### config.mk
export PLATFORM = sky130hd
export DESIGN_NAME = cfg_bus_rr_arbiter
export DESIGN_NICKNAME = d
export VERILOG_FILES = /design/src/rtl/cfg_bus_rr_arbiter.sv
export SDC_FILE = /design/constraint.sdc
export NUM_CORES = 1
export LEC_CHECK = 0
export CELL_PAD_IN_SITES_DETAIL_PLACEMENT = 2
export CELL_PAD_IN_SITES_GLOBAL_PLACEMENT = 2
export CORE_ASPECT_RATIO = 1.75
export CORE_MARGIN = 4
export CORE_UTILIZATION = 22
export DETAILED_ROUTE_END_ITERATION = 8
export GPL_TIMING_DRIVEN = 1
export PLACE_DENSITY_LB_ADDON = 0.1
export SLEW_MARGIN = 20
export SYNTH_ARGS = -nofsm -noshare
export SYNTH_HDL_FRONTEND = slang
export SYNTH_SLANG_ARGS = --single-unit
### constraint.sdc
create_clock -name clk -period 8.97 [get_ports clk]
set_input_delay 2.691 -clock clk [delete_from_list [all_inputs] [get_ports clk]]
set_output_delay 2.691 -clock clk [all_outputs]
set_load 0.1 [all_outputs]
### src/rtl/cfg_bus_rr_arbiter.sv
// cfg_bus_rr_arbiter: shares one cfg bus between NUM_REQ requesters.
// Round-robin grant, one transaction in flight, ack timeout -> error response.
module cfg_bus_rr_arbiter #(
  parameter int NUM_REQ = 4,
  parameter int ADDR_W  = 32,
  parameter int DATA_W  = 32,
  parameter int TIMEOUT = 255
) (
  input  logic                      clk,
  input  logic                      rst,
  input  logic [NUM_REQ-1:0]        req_valid,
  input  logic [NUM_REQ-1:0]        req_wr,
  input  logic [NUM_REQ*ADDR_W-1:0] req_addr,
  input  logic [NUM_REQ*DATA_W-1:0] req_wdata,
  output logic [NUM_REQ-1:0]        req_ready,
  output logic [NUM_REQ-1:0]        rsp_valid,
  input  logic [NUM_REQ-1:0]        rsp_ready,
  output logic [DATA_W-1:0]         rsp_rdata,
  output logic                      rsp_err,
  output logic [ADDR_W-1:0]         cfg_addr,
  output logic [DATA_W-1:0]         cfg_wdata,
  output logic                      cfg_wr,
  output logic                      cfg_rd,
  input  logic                      cfg_ack,
  input  logic [DATA_W-1:0]         cfg_rdata,
  output logic                      busy
);

  localparam int IDX_W = $clog2(NUM_REQ);
  localparam int TMR_W = $clog2(TIMEOUT + 1);

  localparam logic [TMR_W-1:0] TMR_LAST  = TMR_W'(TIMEOUT - 1);
  localparam logic [IDX_W-1:0] LAST_INIT = IDX_W'(NUM_REQ - 1);
  localparam logic [31:0]      ERR_WORD  = 32'hdead_beef;

  typedef enum logic [1:0] {
    S_IDLE,
    S_ISSUE,
    S_WAIT,
    S_RESP
  } state_t;

  state_t r_state;
  state_t w_next;

  logic [IDX_W-1:0]   r_last;
  logic [IDX_W-1:0]   r_idx;
  logic               r_wr;
  logic [ADDR_W-1:0]  r_addr;
  logic [DATA_W-1:0]  r_wdata;
  logic [DATA_W-1:0]  r_rdata;
  logic               r_err;
  logic [TMR_W-1:0]   r_timer;

  logic               w_any;
  logic [IDX_W-1:0]   w_gnt_idx;
  logic [NUM_REQ-1:0] w_gnt_oh;
  logic               w_tmo;
  logic               w_rsp_hs;

  function automatic logic [IDX_W-1:0] f_wrap(
    input logic [IDX_W-1:0] base,
    input int               step
  );
    int s;
    s = int'(base) + step;
    if (s >= NUM_REQ) s = s - NUM_REQ;
    return IDX_W'(s);
  endfunction

  // Search starts one past the last served index, wrapping.
  always_comb begin
    w_any     = 1'b0;
    w_gnt_idx = '0;
    for (int k = 1; k <= NUM_REQ; k++) begin
      if (!w_any && req_valid[f_wrap(r_last, k)]) begin
        w_any     = 1'b1;
        w_gnt_idx = f_wrap(r_last, k);
      end
    end
  end

  always_comb begin
    w_gnt_oh = '0;
    if (w_any) w_gnt_oh[w_gnt_idx] = 1'b1;
  end

  assign w_tmo    = (r_timer == TMR_LAST);
  assign w_rsp_hs = rsp_ready[r_idx];

  always_ff @(posedge clk or posedge rst) begin
    if (rst) r_state <= S_IDLE;
    else     r_state <= w_next;
  end

  always_comb begin
    w_next = r_state;
    unique case (r_state)
      S_IDLE:  if (w_any) w_next = S_ISSUE;
      S_ISSUE: w_next = cfg_ack ? S_RESP : S_WAIT;
      S_WAIT:  if (cfg_ack || w_tmo) w_next = S_RESP;
      S_RESP:  if (w_rsp_hs) w_next = S_IDLE;
      default: w_next = S_IDLE;
    endcase
  end

  always_ff @(posedge clk or posedge rst) begin
    if (rst) begin
      r_last  <= LAST_INIT;
      r_idx   <= '0;
      r_wr    <= 1'b0;
      r_addr  <= '0;
      r_wdata <= '0;
      r_rdata <= '0;
      r_err   <= 1'b0;
      r_timer <= '0;
    end else begin
      unique case (r_state)
        S_IDLE: begin
          if (w_any) begin
            r_idx   <= w_gnt_idx;
            r_wr    <= req_wr[w_gnt_idx];
            r_addr  <= req_addr[int'(w_gnt_idx)*ADDR_W +: ADDR_W];
            r_wdata <= req_wdata[int'(w_gnt_idx)*DATA_W +: DATA_W];
          end
        end
        S_ISSUE: begin
          r_timer <= '0;
          if (cfg_ack) begin
            r_rdata <= r_wr ? '0 : cfg_rdata;
            r_err   <= 1'b0;
          end
        end
        S_WAIT: begin
          // An ack in the final timer cycle still beats the timeout.
          if (cfg_ack) begin
            r_rdata <= r_wr ? '0 : cfg_rdata;
            r_err   <= 1'b0;
          end else if (w_tmo) begin
            r_rdata <= DATA_W'(ERR_WORD);
            r_err   <= 1'b1;
          end else begin
            r_timer <= r_timer + TMR_W'(1);
          end
        end
        S_RESP: begin
          if (w_rsp_hs) r_last <= r_idx;
        end
        default: ;
      endcase
    end
  end

  always_comb begin
    req_ready = '0;
    rsp_valid = '0;
    cfg_wr    = 1'b0;
    cfg_rd    = 1'b0;
    if (r_state == S_IDLE && !rst) req_ready = w_gnt_oh;
    if (r_state == S_RESP) rsp_valid = NUM_REQ'(1) << r_idx;
    if (r_state == S_ISSUE) begin
      cfg_wr = r_wr;
      cfg_rd = ~r_wr;
    end
    busy      = (r_state != S_IDLE);
    rsp_rdata = r_rdata;
    rsp_err   = r_err;
    cfg_addr  = r_addr;
    cfg_wdata = r_wdata;
  end

endmodule

==> results_dict.tcl, run 1 <==
set metrics [dict create \
    nets 1358 \
    switching_power_uw 2890 \
    multiInputGateArea_um2 3606 \
    tritoncts "built" \
    post_dp_cell_area_um2 11170 \
    cts.reportedPaths.clkPinSlew_ns 0.08 \
    die_h_um 239.1 \
    fin_hold_ws_ns 0.4710 \
    post_cts_hold_buffer_count 0 \
    cp_slowest_stage_delay_ns 0.46 \
    synthTopCellsByArea "dfrtp_1 41%, a211oi_1 15%, mux2i_1 9.7%" \
    maximum_number_of_pins_on_one_net_before_global_route_repair 67 \
    grt_antenna_before_repair 8 \
    class_of_the_tightest_hold_or_removal_check "register to register" \
    layout_commonest_cell "clkdlybuf4s50_1" \
    io_buffers 410 \
    combinational_group_share_of_total_power_pct 70.7 \
    cts_setup_buffers 0 \
    ctsLongestPathBuffers 2 \
    max_slew.worst_pin.slew_ns 1.115 \
    r2r.worst_path.cells 6 \
    crit_path_start "req_valid[2]" \
    synth_area_um2 6713 \
    setup-tns-final_ns 0 \
    die_boundary_width_um 140.0 \
    yosysWarnings 0 \
    power.density_cell_area_nw_per_um2 416.6 \
    timing.final.crit_share_pct 84.29 \
    run_status "finished, final reports clean" \
    count_of_maximum_capacitance_violations 0 \
    fin_worst_skew_ns 0.009799 \
    drt_iter0_drc 154 \
    total_global_routing_overflow 0 \
    finalNonFillerCells 1447 \
    gp_congestion 0.7966 \
    post-place-cells 1424 \
    post-route-cell-area_um2 11530 \
    setup.worst_path.end_class "primary output" \
    regToRegStartpoint "r_last[0]" \
    clock.fmax_mhz 132.3 \
    area_of_the_die_um2 33480 \
    per_cell_routed_wire_length_um 24.09 \
    ctsRootBufferMaster "clkbuf_16" \
    cellInternalPower_uw 1915 \
    worst_ir_drop_vdd_mv 0.2199 \
    clk_lat_worst_skew_ns 0.38 \
    synth-edff-count 0 \
    timing.critical_path.to "req_ready[3]" \
    synth_unique_cells 46 \
    detailedPlacementHpwl_um 26000 \
    crit_path_max_fanout 66 \
    final_report_setup_violation_count 0 \
    sw_frac_of_total_pct 60.14 \
    post_cts.resized_instances 0 \
    syn2layout_area_growth_pct 71.84 \
    fraction_of_final_layout_cells_with_drive_strength_greater_than_1_pct 4.843 \
    r2r_setup_slack_ns 6.50 \
    async_reset_ff_share_pct 100.0 \
    layout.filler_cells 3286 \
    crit_required_ns 6.28 \
    crit_path_start_kind "primary input" \
    mappedNetlistNets 988 \
    globalRouteTotalUtil_pct 20.23 \
    synth.yosys.seq_area_share_pct 41.79 \
    total_cts_buffers 9 \
    pin_count 411 \
    grt_first_pass_wirelength_um 50980 \
    synth.largest_area_cell "dfrtp_1" \
    crit_path_cell_trace "clkdlybuf4s50_1, nor2_2, o21ai_4, buf_4, and3_4, nor3_1, buf_12" \
    cts_num_sinks 112 \
    drt-vias-per-instance 4.947 \
    hold_fails_final_rpt 0 \
    drt.antenna.violating_nets 0 \
    starting_density_of_the_core_pct 22.33 \
    vias 7159 \
    arrival_ns 4.87 \
    total_leakage_power_uw 0.004423 \
    avgSynthCellArea_um2 9.901 \
    first_global_vias 7981 \
    dr.pass1.iters 4 \
    core_box_area_um2 30060 \
    synth_top_cell_area_share_pct 41.01 \
    rsz0062_at_grt "no" \
    relSlewSlack_pct 25.44 \
    cpMaxStageDelayCell "clkdlybuf4s50_1" \
    h_tree_level_count 3 \
    timing_worst_setup_path_type "primary input to primary output" \
    ys_ff_latch 112 \
    clkPwrFrac_pct 10.4 \
    regToRegEndpoint "cfg_wdata[8]" \
    core_rows 84 \
    seqPwrFrac_pct 18.8 \
    layout_common_cells "406 x clkdlybuf4s50_1, 131 x a211oi_1, 110 x dfrtp_1" \
    syn-instance-count 678 \
    routed_wl_um 34860 \
    final.min_clock_period_ns 7.561 \
    report.final.slew_viol_count 0 \
    final_util_pct 38.37 \
    post-route-drc-count 0 \
    ff_latch_area_um2 2805 \
    synth_flop_type "dfrtp_1" \
]
## power groups by stage
stage	registers, uW	clock network [uW]	logic (uW)
after global placement	907	0	3410
final	905	501	3400
after floorplan	2400	0	964
after detailed placement	921	0	3440
after CTS	912	523	3450
after global routing	941	537	3560
## logic make-up (layout without fill, tap and decap cells)
group	Yosys count	after routing	synth area share, %
fa+ha+maj	7	7	1.305
mux	68	68	10.36
buf+inv	71	446	5.219
other cells	0	7	0
flops	112	112	41.79
simple gates	238	238	20.47
compound gates	176	176	20.07
xor+xnor	6	6	0.7828
## worst min path at each step
stage	start	end	slack [ns]	depth (start not counted)
CTS	rsp_rdata[22]	rsp_rdata[22]	0.48	2
global route	rsp_rdata[30]	rsp_rdata[30]	0.52	1
floorplan	r_timer[1]	r_timer[1]	0.50	2
detailed placement	rsp_rdata[22]	rsp_rdata[22]	0.46	2
finish	rsp_rdata[22]	rsp_rdata[22]	0.47	2
global placement	rsp_rdata[29]	rsp_rdata[29]	0.45	2
## critical path, delay by kind of cell
kind	cells	cell delay, ns
buffers and inverters	3	1.01
AOI/OAI and AO/OA	1	0.11
and+or+nand+nor	3	1.04
## per-stage QoR
stage               setup WS (ns)  power (uW)
floorplan                  0.6026        3363
global placement            1.355        4319
detailed placement          1.388        4362
CTS                         1.343        4881
global route                1.256        5036
finish                      1.409        4805
## synth_stat cells, types with 3 or more instances
master / number
nand3_1: 10
nand2b_1: 4
o22a_1: 25
and3_1: 3
nor2_1: 76
and4_1: 66
clkbuf_1: 38
a211oi_1: 131
buf_2: 17
ha_1: 7
dfrtp_1: 110
xnor2_1: 6
buf_4: 4
mux2i_1: 65
nor2b_1: 28
nor3_1: 9
nand2_1: 30
inv_1: 7
nor3b_1: 3
o21ai_0: 3
o21ai_1: 3
a21o_1: 3
## per-layer routing
layer,GRT usage [%],part of all wire [%],up-vias
met5,0,0.10,-
met4,8.052,2.8,4
met3,5.685,6.2,42
met2,38.35,56,246
met1,20.72,35,3545
li1,-,-,3322
## layout make-up
class / instances / area share, %
antenna: 7 / 0.1519
tap: 387 / 4.198
sequential: 112 / 24.32
timing repair buffer: 423 / 36.77
clock inverter: 7 / 1.096
inverter: 7 / 0.2495
clock buffer: 9 / 1.952
multi-input combinational: 495 / 31.26
## state kept, by name (all words and copies together) (netlist names)
register	cells
r_idx	2
r_wr	1
cfg_addr	32
rsp_rdata	32
rsp_err	1
r_timer	8
cfg_wdata	32
r_last	2
r_state	2
Note: power is estimated with default switching activity, not from simulation.
==> run 2: changes to the inputs <==
CORE_UTILIZATION = 19   (was 22)
clock period = 6.8 ns   (was 8.97 ns; I/O delays follow)
==> run 2 against run 1 <==
Global-route usage fell by 1.5 points. Critical path depth down 1. Sequential share of layout area shrank 0.10 points. Via count rose by 0.15%. Non-clock buffer count increased by 3. Core utilization shrank 5.0 points. Final cell count up 5.0%. Flip-flop and latch count unchanged. Wire length increased by 5.2%. Setup slack got worse by 0.83 ns. Largest cell class unchanged. Largest power group unchanged.
==> results_dict.tcl, run 2 (same netlist as run 1, synthesis figures left out) <==
set metrics [dict create \
    run_status "finished, final reports clean" \
    crit_path_start_kind "primary input" \
    post_cts_hold_buffer_count 0 \
    maximum_number_of_pins_on_one_net_before_global_route_repair 67 \
    r2r_setup_slack_ns 4.16 \
    clkPwrFrac_pct 8.9 \
    multiInputGateArea_um2 3616 \
    per_cell_routed_wire_length_um 24.14 \
    cts.reportedPaths.clkPinSlew_ns 0.08 \
    drt_iter0_drc 175 \
    core_rows 90 \
    core_box_area_um2 34680 \
    cts_num_sinks 112 \
    report.final.slew_viol_count 0 \
    ctsRootBufferMaster "clkbuf_16" \
    layout_commonest_cell "clkdlybuf4s50_1" \
    post-route-worst-setup-slack_ns 0.5773 \
    io_buffers 410 \
    crit_path_cell_trace "clkdlybuf4s50_1, or2_1, a311oi_1, nand2_1, nor3_1, buf_12" \
    fin_worst_skew_ns 0.008510 \
    regToRegStartpoint "r_state[0]" \
    dr.pass1.iters 4 \
    switching_power_uw 3839 \
    crit_path_max_fanout 6 \
    tritoncts "built" \
    clock.fmax_mhz 160.7 \
    total_cts_buffers 9 \
    die_boundary_width_um 150.1 \
    post-route-drc-count 0 \
    drt-vias-per-instance 4.720 \
    r2r.worst_path.cells 7 \
    crit_required_ns 4.76 \
    combinational_group_share_of_total_power_pct 72.1 \
    sw_frac_of_total_pct 61.30 \
    starting_density_of_the_core_pct 19.35 \
    cpMaxStageDelayCell "clkdlybuf4s50_1" \
    area_of_the_die_um2 38520 \
    setup.worst_path.end_class "primary output" \
    fin_hold_ws_ns 0.4759 \
    rsz0062_at_grt "no" \
    final.min_clock_period_ns 6.223 \
    holdPathStages 2 \
    post_cts.resized_instances 0 \
    class_of_the_tightest_hold_or_removal_check "register to register" \
    total_leakage_power_uw 0.004408 \
    first_global_vias 8196 \
    gp_congestion 0.7613 \
    hold_start "rsp_rdata[17]" \
    detailedPlacementHpwl_um 27820 \
    grt_antenna_before_repair 3 \
    cp_slowest_stage_delay_ns 0.55 \
    worst_ir_drop_vdd_mv 0.1753 \
    ctsLongestPathBuffers 2 \
    hold_fails_final_rpt 0 \
    syn2layout_area_growth_pct 72.54 \
    fraction_of_final_layout_cells_with_drive_strength_greater_than_1_pct 5.303 \
    h_tree_level_count 3 \
    total_global_routing_overflow 0 \
    detailedPlace.worstSlack_ns 0.6711 \
    layout_common_cells "406 x clkdlybuf4s50_1, 131 x a211oi_1, 110 x dfrtp_1" \
    globalRouteTotalUtil_pct 18.74 \
    die_h_um 256.7 \
    drt.antenna.violating_nets 0 \
    vias 7170 \
    nets 1361 \
    grt_first_pass_wirelength_um 53480 \
    ff_latch_area_um2 2805 \
    setup-tns-final_ns 0 \
    pin_count 411 \
    routed_wl_um 36670 \
    arrival_ns 4.18 \
    holdPathEnd "rsp_rdata[17]" \
    layout.filler_cells 3878 \
    seqPwrFrac_pct 19.0 \
    clk_lat_worst_skew_ns 0.38 \
    power.density_cell_area_nw_per_um2 540.7 \
    count_of_maximum_capacitance_violations 0 \
    cellInternalPower_uw 2424 \
    regToRegEndpoint "cfg_addr[16]" \
    relSlewSlack_pct 25.99 \
    cts_setup_buffers 0 \
    timing_worst_setup_path_type "primary input to primary output" \
    max_slew.worst_pin.slew_ns 1.107 \
    final_report_setup_violation_count 0 \
    timing.final.crit_share_pct 91.51 \
]
==> run 2: changes by cell type in the layout (fill, tap and decap cells not counted), sizes merged <==
cell	change
buf	+3
clkinv	+1
diode	-4
bufinv	-3
inv	+2
==> run 2: power groups by stage <==
stage | Clock (uW) | Sequential (uW) | Combinational (uW)
after floorplan | 0 | 3160 | 1270
after global placement | 0 | 1190 | 4550
after detailed placement | 0 | 1210 | 4590
after CTS | 592 | 1200 | 4600
after global routing | 619 | 1240 | 4740
final | 557 | 1190 | 4520
==> run 2: final cells by class <==
type,instances,area share (%)
Antenna cell,3,0.06482
Tap cell,460,4.969
Clock buffer,9,1.944
Clock inverter,7,0.5185
Multi-Input combinational cell,495,31.22
Sequential cell,112,24.22
Timing Repair Buffer,426,36.82
Inverter,7,0.2485
==> run 2: worst max path at each step <==
| stage | startpoint | endpoint | cells after the start | slack (ns) |
|---|---|---|---|---|
| finish | req_valid[1] | req_ready[3] | 6 | 0.58 |
| global route | req_valid[1] | req_ready[3] | 6 | 0.42 |
| CTS | req_valid[1] | req_ready[3] | 6 | 0.57 |
| detailed placement | req_valid[1] | req_ready[3] | 6 | 0.67 |
| global placement | req_valid[1] | req_ready[3] | 6 | 0.58 |
| floorplan | req_valid[0] | req_ready[1] | 7 | -0.27 |
==> run 2: metal layers <==
metal | track usage, % | routed length, um
met1 | 18.13 | 12470
met2 | 37.00 | 21010
met3 | 5.883 | 2507
met4 | 5.267 | 677
met5 | 0 | 0
==> run 2: worst max-delay path: cells and delay by family <==
| kind | cells | cell delay, ns |
|---|---|---|
| compound gates | 1 | 0.42 |
| buf+inv | 2 | 0.79 |
| simple gates | 3 | 0.93 |
==> run 2: per-stage QoR <==
stage | cell area, um^2 | std cells | power [uW] | utilization (%)
after floorplan | 6723 | 678 | 4438 | -
after global placement | 11290 | 1500 | 5746 | 32.55
after detailed placement | 11290 | 1500 | 5799 | 32.55
after CTS | 11570 | 1516 | 6387 | 33.37
after global routing | 11580 | 1519 | 6601 | 33.39
final | 11580 | 1519 | 6263 | 33.39
